--- config.mk ---
export PLATFORM = sky130hd
export DESIGN_NAME = alu_muldiv
export DESIGN_NICKNAME = d
export VERILOG_FILES = /design/src/rtl/alu_muldiv.sv
export SDC_FILE = /design/constraint.sdc
export NUM_CORES = 1
export LEC_CHECK = 0
export BUFFER_PORTS_ARGS = -buffer_cell sky130_fd_sc_hd__buf_2
export CAP_MARGIN = 25
export CORE_UTILIZATION = 40
export DETAILED_ROUTE_END_ITERATION = 12
export PLACE_DENSITY = 0.63
export SYNTH_ARGS = -nofsm -noshare
export SYNTH_HDL_FRONTEND = slang
export SYNTH_SLANG_ARGS = --single-unit
export TNS_END_PERCENT = 50
--- constraint.sdc ---
create_clock -name clk -period 5.83 [get_ports clk]
set_clock_uncertainty 0.2 [all_clocks]
set_input_delay 1.166 -clock clk [delete_from_list [all_inputs] [get_ports clk]]
set_output_delay 1.166 -clock clk [all_outputs]
set_load 0.01 [all_outputs]
--- src/rtl/alu_muldiv.sv ---
// alu_muldiv: iterative shift-add multiplier / restoring divider with HI/LO
// registers and a start/busy/done handshake.
// Optional feature macro: ALU_MULDIV_DIV_EN (divider datapath, DIV/DIVU).
// Without it DIV/DIVU are reported through ill like reserved opcodes.
module alu_muldiv #(
  parameter int unsigned WIDTH = 32
) (
  input  logic             clk,
  input  logic             rst,
  input  logic             start,
  input  logic [2:0]       op,
  input  logic [WIDTH-1:0] a,
  input  logic [WIDTH-1:0] b,
  output logic [WIDTH-1:0] hi,
  output logic [WIDTH-1:0] lo,
  output logic             busy,
  output logic             done,
  output logic             dbz,
  output logic             ill,
  output logic             zero
);

  localparam int unsigned CW = $clog2(WIDTH + 1);
  localparam int unsigned DW = 2 * WIDTH;

  typedef enum logic [1:0] {IDLE, RUN, FIX} state_t;
  typedef enum logic [2:0] {
    OP_MULT  = 3'b000,
    OP_MULTU = 3'b001,
    OP_DIV   = 3'b010,
    OP_DIVU  = 3'b011,
    OP_MTHI  = 3'b100,
    OP_MTLO  = 3'b101
  } op_t;

  state_t          state;
  logic [CW-1:0]   cnt;
  logic [DW-1:0]   acc;       // {partial product | remainder, multiplier | dividend/quotient}
  logic [WIDTH-1:0] opnd;     // multiplicand or divisor magnitude
  logic            sign_q;

  logic            op_mul, op_div, op_signed;
  logic [WIDTH-1:0] a_mag, b_mag;
  logic [WIDTH:0]  mul_sum;
  logic [DW-1:0]   acc_next;
  logic [DW-1:0]   prod;

`ifdef ALU_MULDIV_DIV_EN
  logic            is_mul, sign_r, div_zero;
  logic [WIDTH-1:0] a_raw;
  logic [WIDTH:0]  div_shift;
  logic            div_ge;
  logic [WIDTH-1:0] div_sub, q_fix, r_fix;
`endif

  assign zero = (lo == '0);

  // Opcode decode and operand magnitudes for the accept cycle.
  always_comb begin
    op_mul = (op == OP_MULT) || (op == OP_MULTU);
`ifdef ALU_MULDIV_DIV_EN
    op_div = (op == OP_DIV) || (op == OP_DIVU);
`else
    op_div = 1'b0;
`endif
    op_signed = (op == OP_MULT) || (op == OP_DIV);
    a_mag = (op_signed && a[WIDTH-1]) ? (~a + WIDTH'(1)) : a;
    b_mag = (op_signed && b[WIDTH-1]) ? (~b + WIDTH'(1)) : b;
  end

  // One iteration step plus sign correction of the finished magnitudes.
  always_comb begin
    mul_sum  = {1'b0, acc[DW-1:WIDTH]} + {1'b0, (acc[0] ? opnd : '0)};
    prod     = sign_q ? (~acc + DW'(1)) : acc;
`ifdef ALU_MULDIV_DIV_EN
    // Remainder is always below the divisor, so a WIDTH-bit subtract is exact
    // whenever the trial succeeds.
    div_shift = {acc[DW-1:WIDTH], acc[WIDTH-1]};
    div_ge    = (div_shift >= {1'b0, opnd});
    div_sub   = div_shift[WIDTH-1:0] - opnd;
    if (is_mul)
      acc_next = {mul_sum, acc[WIDTH-1:1]};
    else if (div_ge)
      acc_next = {div_sub, acc[WIDTH-2:0], 1'b1};
    else
      acc_next = {div_shift[WIDTH-1:0], acc[WIDTH-2:0], 1'b0};
    q_fix = sign_q ? (~acc[WIDTH-1:0] + WIDTH'(1)) : acc[WIDTH-1:0];
    r_fix = sign_r ? (~acc[DW-1:WIDTH] + WIDTH'(1)) : acc[DW-1:WIDTH];
`else
    acc_next = {mul_sum, acc[WIDTH-1:1]};
`endif
  end

  // Control FSM, iteration registers and architectural HI/LO.
  always_ff @(posedge clk) begin
    if (rst) begin
      state    <= IDLE;
      cnt      <= '0;
      acc      <= '0;
      opnd     <= '0;
      sign_q   <= 1'b0;
      hi       <= '0;
      lo       <= '0;
      busy     <= 1'b0;
      done     <= 1'b0;
      dbz      <= 1'b0;
      ill      <= 1'b0;
`ifdef ALU_MULDIV_DIV_EN
      is_mul   <= 1'b0;
      sign_r   <= 1'b0;
      div_zero <= 1'b0;
      a_raw    <= '0;
`endif
    end else begin
      done <= 1'b0;
      ill  <= 1'b0;
      case (state)
        IDLE: begin
          if (start) begin
            if (op_mul || op_div) begin
              acc    <= {{WIDTH{1'b0}}, (op_mul ? b_mag : a_mag)};
              opnd   <= op_mul ? a_mag : b_mag;
              sign_q <= op_signed && (a[WIDTH-1] ^ b[WIDTH-1]);
`ifdef ALU_MULDIV_DIV_EN
              is_mul   <= op_mul;
              sign_r   <= op_signed && a[WIDTH-1];
              div_zero <= op_div && (b == '0);
              a_raw    <= a;
`endif
              cnt   <= CW'(WIDTH);
              busy  <= 1'b1;
              state <= RUN;
            end else if (op == OP_MTHI) begin
              hi <= a;
            end else if (op == OP_MTLO) begin
              lo <= a;
            end else begin
              ill <= 1'b1;
            end
          end
        end
        RUN: begin
          acc <= acc_next;
          cnt <= cnt - CW'(1);
          if (cnt == CW'(1))
            state <= FIX;
        end
        FIX: begin
`ifdef ALU_MULDIV_DIV_EN
          if (is_mul) begin
            {hi, lo} <= prod;
          end else if (div_zero) begin
            lo <= '1;
            hi <= a_raw;
          end else begin
            lo <= q_fix;
            hi <= r_fix;
          end
          dbz <= div_zero;
`else
          {hi, lo} <= prod;
          dbz <= 1'b0;
`endif
          done  <= 1'b1;
          busy  <= 1'b0;
          state <= IDLE;
        end
        default: state <= IDLE;
      endcase
    end
  end

endmodule

==> results_dict.tcl, run 1 <==
set metrics [dict create \
    setup_ws_ns 1.90 \
    stdcell_count 1931 \
    power.leakage_uw 0.00511 \
    routed.top_layer "met4" \
    fp.dieH_um 170 \
    yosysSeqAreaShare 0.306 \
    pwr_density_cell_nw_per_um2 228 \
    synth_ff_type "dfxtp_1" \
    setup_violations 0 \
    clkLatencyLatePin_ns 0.44 \
    relSlewSlack 0.373 \
    cp_cell_sequence "and2_1 > ha_1 > nor2b_1 > o31ai_1 > a21o_1 > a41oi_1 > nor4_1 > o311ai_0 > nand3_1" \
    clockBufferDepth 2 \
    dp_hpwl_mm 30.6 \
    hold_class "reg -> reg" \
    die_w_um 170 \
    portBuffers 137 \
    max_freq_mhz 254 \
    cts.clk_slew.worst_paths_ns 0.07 \
    grt_pass1_wl_mm 62.7 \
    ioPinCount 139 \
    firstDrtPassIters 7 \
    postCtsHoldBufs 0 \
    p_sw_frac 0.299 \
    num_antenna_cells 0 \
    grt_pass1_vias 10500 \
    wl_met2_mm 18.1 \
    num_rows 61 \
    drtIter0Drc 1410 \
    grt-ovfl-total 0 \
    worst_pin_slew_ns 0.940 \
    cts_setup_buffers 0 \
    tns_ns 0 \
    slowest_delay_ns 0.85 \
    fp.dieArea_um2 28800 \
    worst-path-buf-inv 0 \
    syn_area_um2 11300 \
    grt_usage 0.285 \
    nets 1648 \
    ys_ff_latch 172 \
    dp_slack_ns 1.80 \
    drive_gt1_frac 0.138 \
    finalPower_uw 2940 \
    final_common_cell "nor2_1" \
    cts_root_buf "clkbuf_16" \
    core_area_um2 27700 \
    start_util 0.407 \
    combPwrFrac 0.159 \
    cts_buffers 17 \
    max_cap_violations 0 \
    critPathSlowestCell "dfxtp_1" \
    synth.net_count 1565 \
    power_switching_uw 879 \
    nFillCells 2846 \
    async_flop_share 0 \
    gp_congestion 0.948 \
    fin_crit_sh 0.675 \
    synth-edff-count 0 \
    rsz0062_at_grt "no" \
    synthCells 1457 \
    cts_resized 0 \
    ys_types 76 \
    min_period_ns 3.93 \
    hold_viol_final 0 \
    avgSynthCellArea_um2 7.73 \
    crit_path_start_kind "register" \
    grt_max_degree 75 \
    drt_drc_violations_left 0 \
    num_vias 11800 \
    peakVddDrop_mv 0.189 \
    antenna_found_initial 0 \
    wirelength_mm 41.4 \
    dp_cells 1899 \
    pwr-share-seq 0.427 \
    slew_violations 0 \
    crit_path_max_fanout 21 \
    cts_sinks 172 \
    worstPathArrival_ns 4.11 \
    area_growth_pct 14.6 \
    via_per_inst 6.10 \
    status "completed" \
    worstPathRequired_ns 6.00 \
    cts_tree "yes" \
    path_class "reg -> reg" \
    wl_met3_mm 2.95 \
    clkPwrFrac 0.414 \
    htree_levels 4 \
    drt-met1-wl_mm 18.6 \
    detail_route.wl_per_cell_um 21.5 \
    crit_family "compound AO/OA/AOI/OAI gates" \
    crit_path_end_kind "register" \
    yosysWarnings 0 \
    intPower_uw 2060 \
    final_cell_mix "179 x nor2_1, 171 x dfxtp_1, 136 x buf_2" \
    drtAntennaViolNets 0 \
]
worst min-delay path: stages, from the launching register on:
cell and delay, ns:
dfxtp_1 0.31, nand2_1 0.05, a21oi_1 0.05
layer usage:
layer  track usage  vias to the layer above
met5             0                        -
met4         0.138                        0
met3        0.0391                       82
met2         0.429                      521
met1         0.399                     5613
li1              -                     5557
per-stage QoR:
step,hold WS [ns],utilization,cell area (µm²)
3_3_place_gp,0.230,0.441,12200
4_1_cts,0.253,0.466,12900
5_1_grt,0.273,0.466,12900
3_5_place_dp,0.237,0.444,12300
6_report,0.255,0.466,12900
2_1_floorplan,0.217,-,11300
power groups by stage:
stage	Clock (µW)	Sequential (µW)	Combinational, µW
final	1220	1260	466
after global routing	1280	1260	499
after CTS	1230	1250	457
after detailed placement	0	1280	455
after global placement	0	1280	448
after floorplan	0	1270	287
area by class of cell:
cell class | count | area [µm²] | share of cell area
Inverter | 30 | 113 | 0.00872
Tap cell | 378 | 473 | 0.0366
Timing Repair Buffer | 160 | 913 | 0.0707
Clock buffer | 18 | 429 | 0.0332
Multi-Input combinational cell | 1159 | 7360 | 0.570
Clock inverter | 14 | 180 | 0.0140
Sequential cell | 172 | 3440 | 0.267
cell usage after synthesis, drive strengths merged, types with 4 or more instances:
master,n,area [µm²]
buf,8,36.3
nor4,33,243
a22oi,14,105
a211oi,38,285
a311oi,11,96.3
o211ai,9,67.6
nor2b,8,50.1
or4,16,128
nand2b,7,43.8
a222oi,25,250
nand3b,7,52.6
a21oi,110,551
nand3,26,130
a31oi,16,100
inv,29,109
o2111ai,4,35.0
nor3b,4,30.0
a41oi,6,52.6
nor4b,4,47.6
a211o,6,52.6
o31ai,23,173
a21o,13,97.6
o311ai,4,35.0
o41ai,16,148
and3,8,50.1
ha,37,463
nor3,28,140
xnor2,64,561
o22ai,17,106
o21a,9,67.6
clkbuf,88,330
nor2,182,683
o21ai,82,410
nand2,130,488
dfxtp,172,3440
xor2,62,543
a221oi,5,43.8
nand4,13,87.6
or2,5,31.3
a32o,4,40.0
mux2i,6,60.1
or3,27,169
and2,42,263
state kept, by name (all words and copies together), names as in the netlist:
signal,flops
sign_q,1
opnd,32
cnt,6
done,1
ill,1
state,2
busy,1
hi,32
lo,32
acc,64
final timing paths:
kind                                           start                    to  slack [ns]  cells after the start
worst max register to register   acc[0]$_SDFFE_PP0P_  acc[59]$_SDFFE_PP0P_        1.90                      9
worst min-delay path            opnd[0]$_SDFFE_PP0P_  opnd[0]$_SDFFE_PP0P_        0.26                      2
worst min register to register  opnd[0]$_SDFFE_PP0P_  opnd[0]$_SDFFE_PP0P_        0.26                      2
worst max-delay path             acc[0]$_SDFFE_PP0P_  acc[59]$_SDFFE_PP0P_        1.90                      9
logic make-up after synthesis:
group / Yosys count / share of synthesized area
xor+xnor: 126 / 0.0980
fa+ha+maj: 38 / 0.0429
simple gates: 549 / 0.242
flops: 172 / 0.306
other cells: 1 / 0.000333
compound gates: 438 / 0.262
buf+inv: 126 / 0.0425
mux: 7 / 0.00633
No activity file was read; power rests on OpenSTA's default activity.
==> inputs of run 2 (changes only) <==
Clock period 5.83 ns to 4 ns, I/O delays scaled along.
==> run 2 against run 1 <==
Non-clock buffer count up 12. Total power up 45%. Critical path depth unchanged. Critical endpoint is now acc[60]$_SDFFE_PP0P_.
==> results_dict.tcl, run 2 (same netlist as run 1, synthesis figures left out) <==
set metrics [dict create \
    path_class "reg -> reg" \
    crit_path_end_kind "register" \
    ioPinCount 139 \
    top_register "acc" \
    grt_pass1_vias 10800 \
    crit_path_start_kind "register" \
    cts.clk_slew.worst_paths_ns 0.07 \
    drive_gt1_frac 0.146 \
    detail_route.wl_per_cell_um 21.0 \
    drtIter0Drc 1262 \
    grt-ovfl-total 0 \
    max_cap_violations 0 \
    dp_hpwl_mm 30.4 \
    fp.dieH_um 170 \
    regArea_um2 3440 \
    worstPathArrival_ns 3.69 \
    via_per_inst 6.09 \
    num_antenna_cells 0 \
    relSlewSlack 0.348 \
    multi_input_area_um2 7360 \
    cpMostUsedCell "and2_1" \
    utilization 0.469 \
    peakVddDrop_mv 0.291 \
    grt_pass1_wl_mm 62.8 \
    power.leakage_uw 0.00514 \
    cp_cell_sequence "and2_1 > ha_1 > and2_1 > nand3_1 > a2111oi_0 > and4bb_2 > o31ai_1 > xnor2_1 > o21ai_0" \
    drtAntennaViolNets 0 \
    hold_end "opnd[31]$_SDFFE_PP0P_" \
    fin_hold_ws_ns 0.263 \
    met3_usage 0.0381 \
    worst_pin_slew_ns 0.969 \
    finalPower_uw 4260 \
    area_growth_pct 15.3 \
    busiest_layer "met2" \
    final_cell_mix "179 x nor2_1, 171 x dfxtp_1, 136 x buf_2" \
    largest_reg_flops 64 \
    firstDrtPassIters 7 \
    tns_ns 0 \
    cts_root_buf "clkbuf_16" \
    clockBufferDepth 2 \
    start_util 0.407 \
    final_common_cell "nor2_1" \
    htree_levels 4 \
    num_rows 61 \
    r2r_cells 9 \
    status "completed" \
    use_met1 0.388 \
    crit_path_max_fanout 20 \
    cts_buffers 17 \
    cts_resized 0 \
    fp.dieArea_um2 28800 \
    cts_setup_buffers 0 \
    grt_usage 0.283 \
    core_area_um2 27700 \
    rsz0062_at_grt "no" \
    portBuffers 137 \
    slowest_delay_ns 0.74 \
    rrSetupSlack_ns 0.41 \
    critPathSlowestCell "a2111oi_0" \
    nets 1660 \
    nFillCells 2780 \
    crit_start "acc[0]$_SDFFE_PP0P_" \
    pwr_density_cell_nw_per_um2 328 \
    antenna_found_initial 0 \
    use_met2 0.445 \
    worstPathRequired_ns 4.09 \
    wirelength_mm 40.9 \
    hp-start "opnd[31]$_SDFFE_PP0P_" \
    die_w_um 170 \
    timing.rr.start "acc[0]$_SDFFE_PP0P_" \
    hold_class "reg -> reg" \
    drt_drc_violations_left 0 \
    postCtsHoldBufs 0 \
    min_period_ns 3.59 \
    reg2reg_to "acc[60]$_SDFFE_PP0P_" \
    grt_max_degree 87 \
    gp_congestion 0.950 \
    cts_sinks 172 \
    slew_violations 0 \
    clkLatencyLatePin_ns 0.44 \
    hold_viol_final 0 \
    whs_path_depth 2 \
    fin_crit_sh 0.898 \
    max_freq_mhz 278 \
    setup_violations 0 \
    cts_tree "yes" \
    num_vias 11800 \
]
## run 2: power by group
part,internal [µW],switching (µW),leakage [µW]
sequential,1770,67.1,0.00140
combinational,250,432,0.00346
clock,968,779,0.000289
total,2980,1280,0.00514
## run 2: layout make-up
cell class,instances,area share
Tap cell,378,0.0364
Clock buffer,19,0.0349
Multi-Input combinational cell,1159,0.567
Timing Repair Buffer,172,0.0761
Inverter,30,0.00867
Clock inverter,13,0.0117
Sequential cell,172,0.265
## run 2: layer usage
metal	vias up	routed length [µm]
li1	5582	-
met1	5595	18100
met2	580	18000
met3	78	3070
met4	0	1610
met5	-	0
## run 2: worst max-delay path, delay by kind of cell, from the launching register on
family / cells / cell delay [ns]
xor gates and xnor gates: 1 / 0.16
DFF: 1 / 0.71
AOI/OAI and AO/OA: 3 / 1.22
adders and majority gates: 1 / 0.25
and+or+nand+nor: 4 / 0.90
## run 2: per-stage QoR
stage / setup WS (ns) / instance area, µm² / instances
detailed placement: 0.510 / 12400 / 1910
floorplan: 0.757 / 11300 / 1457
global placement: 0.527 / 12400 / 1910
global route: 0.213 / 13000 / 1943
CTS: 0.486 / 13000 / 1942
finish: 0.408 / 13000 / 1943
## run 2: worst max-delay path by stage
stage	cells past startpoint	endpoint	slack (ns)
after floorplan	11	acc[56]$_SDFFE_PP0P_	0.76
after detailed placement	9	acc[62]$_SDFFE_PP0P_	0.51
final	9	acc[60]$_SDFFE_PP0P_	0.41
after CTS	9	acc[62]$_SDFFE_PP0P_	0.49
after global routing	9	acc[62]$_SDFFE_PP0P_	0.21
after global placement	9	acc[62]$_SDFFE_PP0P_	0.53
==> inputs of run 3 (changes only) <==
Settings changed: ABC_AREA from default to 1, PLACE_DENSITY 0.63 to 0.62.
==> run 3 against run 2 <==
Area after synthesis grew 20%. Synthesized cell count grew 59%. Fmax grew 24%. Core utilization shrank 0.72 points. Setup slack gained 0.70 ns. Sequential share of layout area shrank 3.8 points. Highest routed layer is now met5.
==> results_dict.tcl, run 3 <==
set metrics [dict create \
    ys_ff_latch 172 \
    yosysWarnings 0 \
    hold_viol_final 0 \
    num_rows 66 \
    fin_crit_sh 0.723 \
    antenna_found_initial 1 \
    num_antenna_cells 0 \
    grt_pass1_wl_mm 84.3 \
    synth_area_leaders "dfxtp_1 25%, nand2_1 17%, nor2_1 8.5%" \
    pwr_density_cell_nw_per_um2 303 \
    rsz0062_at_grt "no" \
    firstDrtPassIters 6 \
    worst_pin_slew_ns 0.938 \
    final_cell_mix "620 x nand2_1, 307 x nor2_1, 272 x inv_1" \
    yosys.area.top_type_share 0.255 \
    cts_buffers 17 \
    status "completed" \
    synth-edff-count 0 \
    power.leakage_uw 0.00769 \
    grt_pass1_vias 14400 \
    max_freq_mhz 346 \
    wirelength_mm 56.1 \
    drt_drc_violations_left 0 \
    drtAntennaViolNets 0 \
    ys_top_cells_by_count "620 x nand2_1, 307 x nor2_1, 273 x inv_1" \
    cts_resized 0 \
    gp_congestion 0.972 \
    cts.clk_slew.worst_paths_ns 0.07 \
    die_w_um 186 \
    fin_hold_ws_ns 0.261 \
    fp.dieArea_um2 34600 \
    grt_usage 0.324 \
    synth_compound_area_frac 0.172 \
    ys_types 51 \
    htree_levels 4 \
    synth.net_count 2424 \
    synthXorXnorAreaFrac 0.0117 \
    cts_sinks 172 \
    via_per_inst 5.55 \
    largest_reg_flops 64 \
    timing.rr.start "acc[0]$_SDFFE_PP0P_" \
    portBuffers 137 \
    top_register "acc" \
    clockBufferDepth 2 \
    dp_hpwl_mm 44.2 \
    whs_path_depth 2 \
    synth_most_common_cell "nand2_1" \
    r2r_cells 15 \
    slew_violations 0 \
    synth_top_family_by_area "simple AND/OR/NAND/NOR gates" \
    crit_path_end_kind "register" \
    relSlewSlack 0.375 \
    final_common_cell "nand2_1" \
    min_period_ns 2.89 \
    ioPinCount 139 \
    area_growth_pct 12.1 \
    num_vias 15900 \
    crit_start "acc[0]$_SDFFE_PP0P_" \
    fp.dieH_um 186 \
    grt-ovfl-total 0 \
    max_cap_violations 0 \
    drtIter0Drc 1552 \
    synth-simple-area-share 0.414 \
    crit_path_start_kind "register" \
    path_class "reg -> reg" \
    setup_violations 0 \
    clkLatencyLatePin_ns 0.45 \
    cts_setup_buffers 0 \
    detail_route.wl_per_cell_um 19.6 \
    peakVddDrop_mv 0.284 \
    synth_mux_area_frac 0 \
    cts_tree "yes" \
    syn_area_um2 13500 \
    yosysTopAreaCell "dfxtp_1" \
    cts_root_buf "clkbuf_16" \
    yosysSeqAreaShare 0.255 \
    synthCells 2316 \
    grt_max_degree 69 \
    worstPathRequired_ns 4.10 \
    drive_gt1_frac 0.108 \
    synth_ff_type "dfxtp_1" \
    core_area_um2 32900 \
    tns_ns 0 \
    hp-start "busy$_SDFFE_PP0P_" \
    async_flop_share 0 \
    postCtsHoldBufs 0 \
    crit_path_max_fanout 31 \
    synthAdderAreaFrac 0.0357 \
    worstPathArrival_ns 2.99 \
    avgSynthCellArea_um2 5.84 \
    nets 2519 \
    start_util 0.412 \
    hold_class "reg -> reg" \
]
==> run 3: changes by cell type in the layout (fill, tap and decap cells not counted), sizes merged, moves of 63 or more <==
| cell | previous run | this run |
|---|---|---|
| nand2 | 130 | 627 |
| nand3 | 26 | 224 |
| a21oi | 110 | 176 |
| xnor2 | 64 | 1 |
| inv | 35 | 289 |
| o21ai | 82 | 160 |
| nor2 | 182 | 323 |
==> run 3: worst max-delay path, stage by stage, from the launching register on <==
cell and delay [ns]:
dfxtp_1 0.42, buf_4 0.35, nand2_1 0.16, fa_1 0.40, inv_1 0.12, nand3_1 0.08
nand3_1 0.20, nand2_1 0.08, nand2_1 0.13, nand2_1 0.09, nand2_1 0.17, nand2_1 0.11
nand2_1 0.07, nand2_1 0.04, nand3_1 0.07, a21oi_1 0.06
==> run 3: kinds of logic after synthesis <==
| group | count (synthesis) |
|---|---|
| simple gates | 1294 |
| compound gates | 420 |
| buf+inv | 373 |
| flops | 172 |
| fa+ha+maj | 38 |
| xor+xnor | 18 |
| other cells | 1 |
==> run 3: final timing paths <==
| path | to | slack (ns) |
|---|---|---|
| worst max-delay path | acc[61]$_SDFFE_PP0P_ | 1.11 |
| worst min-delay path | busy$_SDFFE_PP0P_ | 0.26 |
| worst max register to register | acc[61]$_SDFFE_PP0P_ | 1.11 |
| worst min register to register | busy$_SDFFE_PP0P_ | 0.26 |
==> run 3: area by class of cell <==
cell class | instances | area (µm²)
inverters | 288 | 1080
well taps | 442 | 553
clock inverters | 11 | 155
fillers | 3649 | 17700
clock buffers | 21 | 480
repair buffers | 161 | 878
flip-flops and latches | 172 | 3440
multi-input cells | 1771 | 8570
==> run 3: per-stage QoR <==
step	power, µW	instance area [µm²]	cells	setup slack, ns	util
after global routing	4770	15200	2866	0.818	0.461
after CTS	4590	15200	2866	1.13	0.461
final	4600	15200	2866	1.11	0.461
after detailed placement	2780	14500	2834	0.979	0.442
after floorplan	2450	13500	2316	1.59	-
after global placement	2770	14500	2833	0.997	0.441
==> run 3: where the power goes <==
group	leakage (µW)	switching [µW]	total, µW	internal (µW)
sequential	0.00140	92.0	1870	1780
clock	0.000304	778	1840	1060
combinational	0.00599	616	892	275
==> run 3: layer usage <==
layer | wire length [µm] | up-vias | track usage
li1 | - | 7743 | -
met1 | 24900 | 7349 | 0.441
met2 | 24600 | 717 | 0.507
met3 | 4730 | 88 | 0.0589
met4 | 1830 | 2 | 0.113
met5 | 20 | - | 0
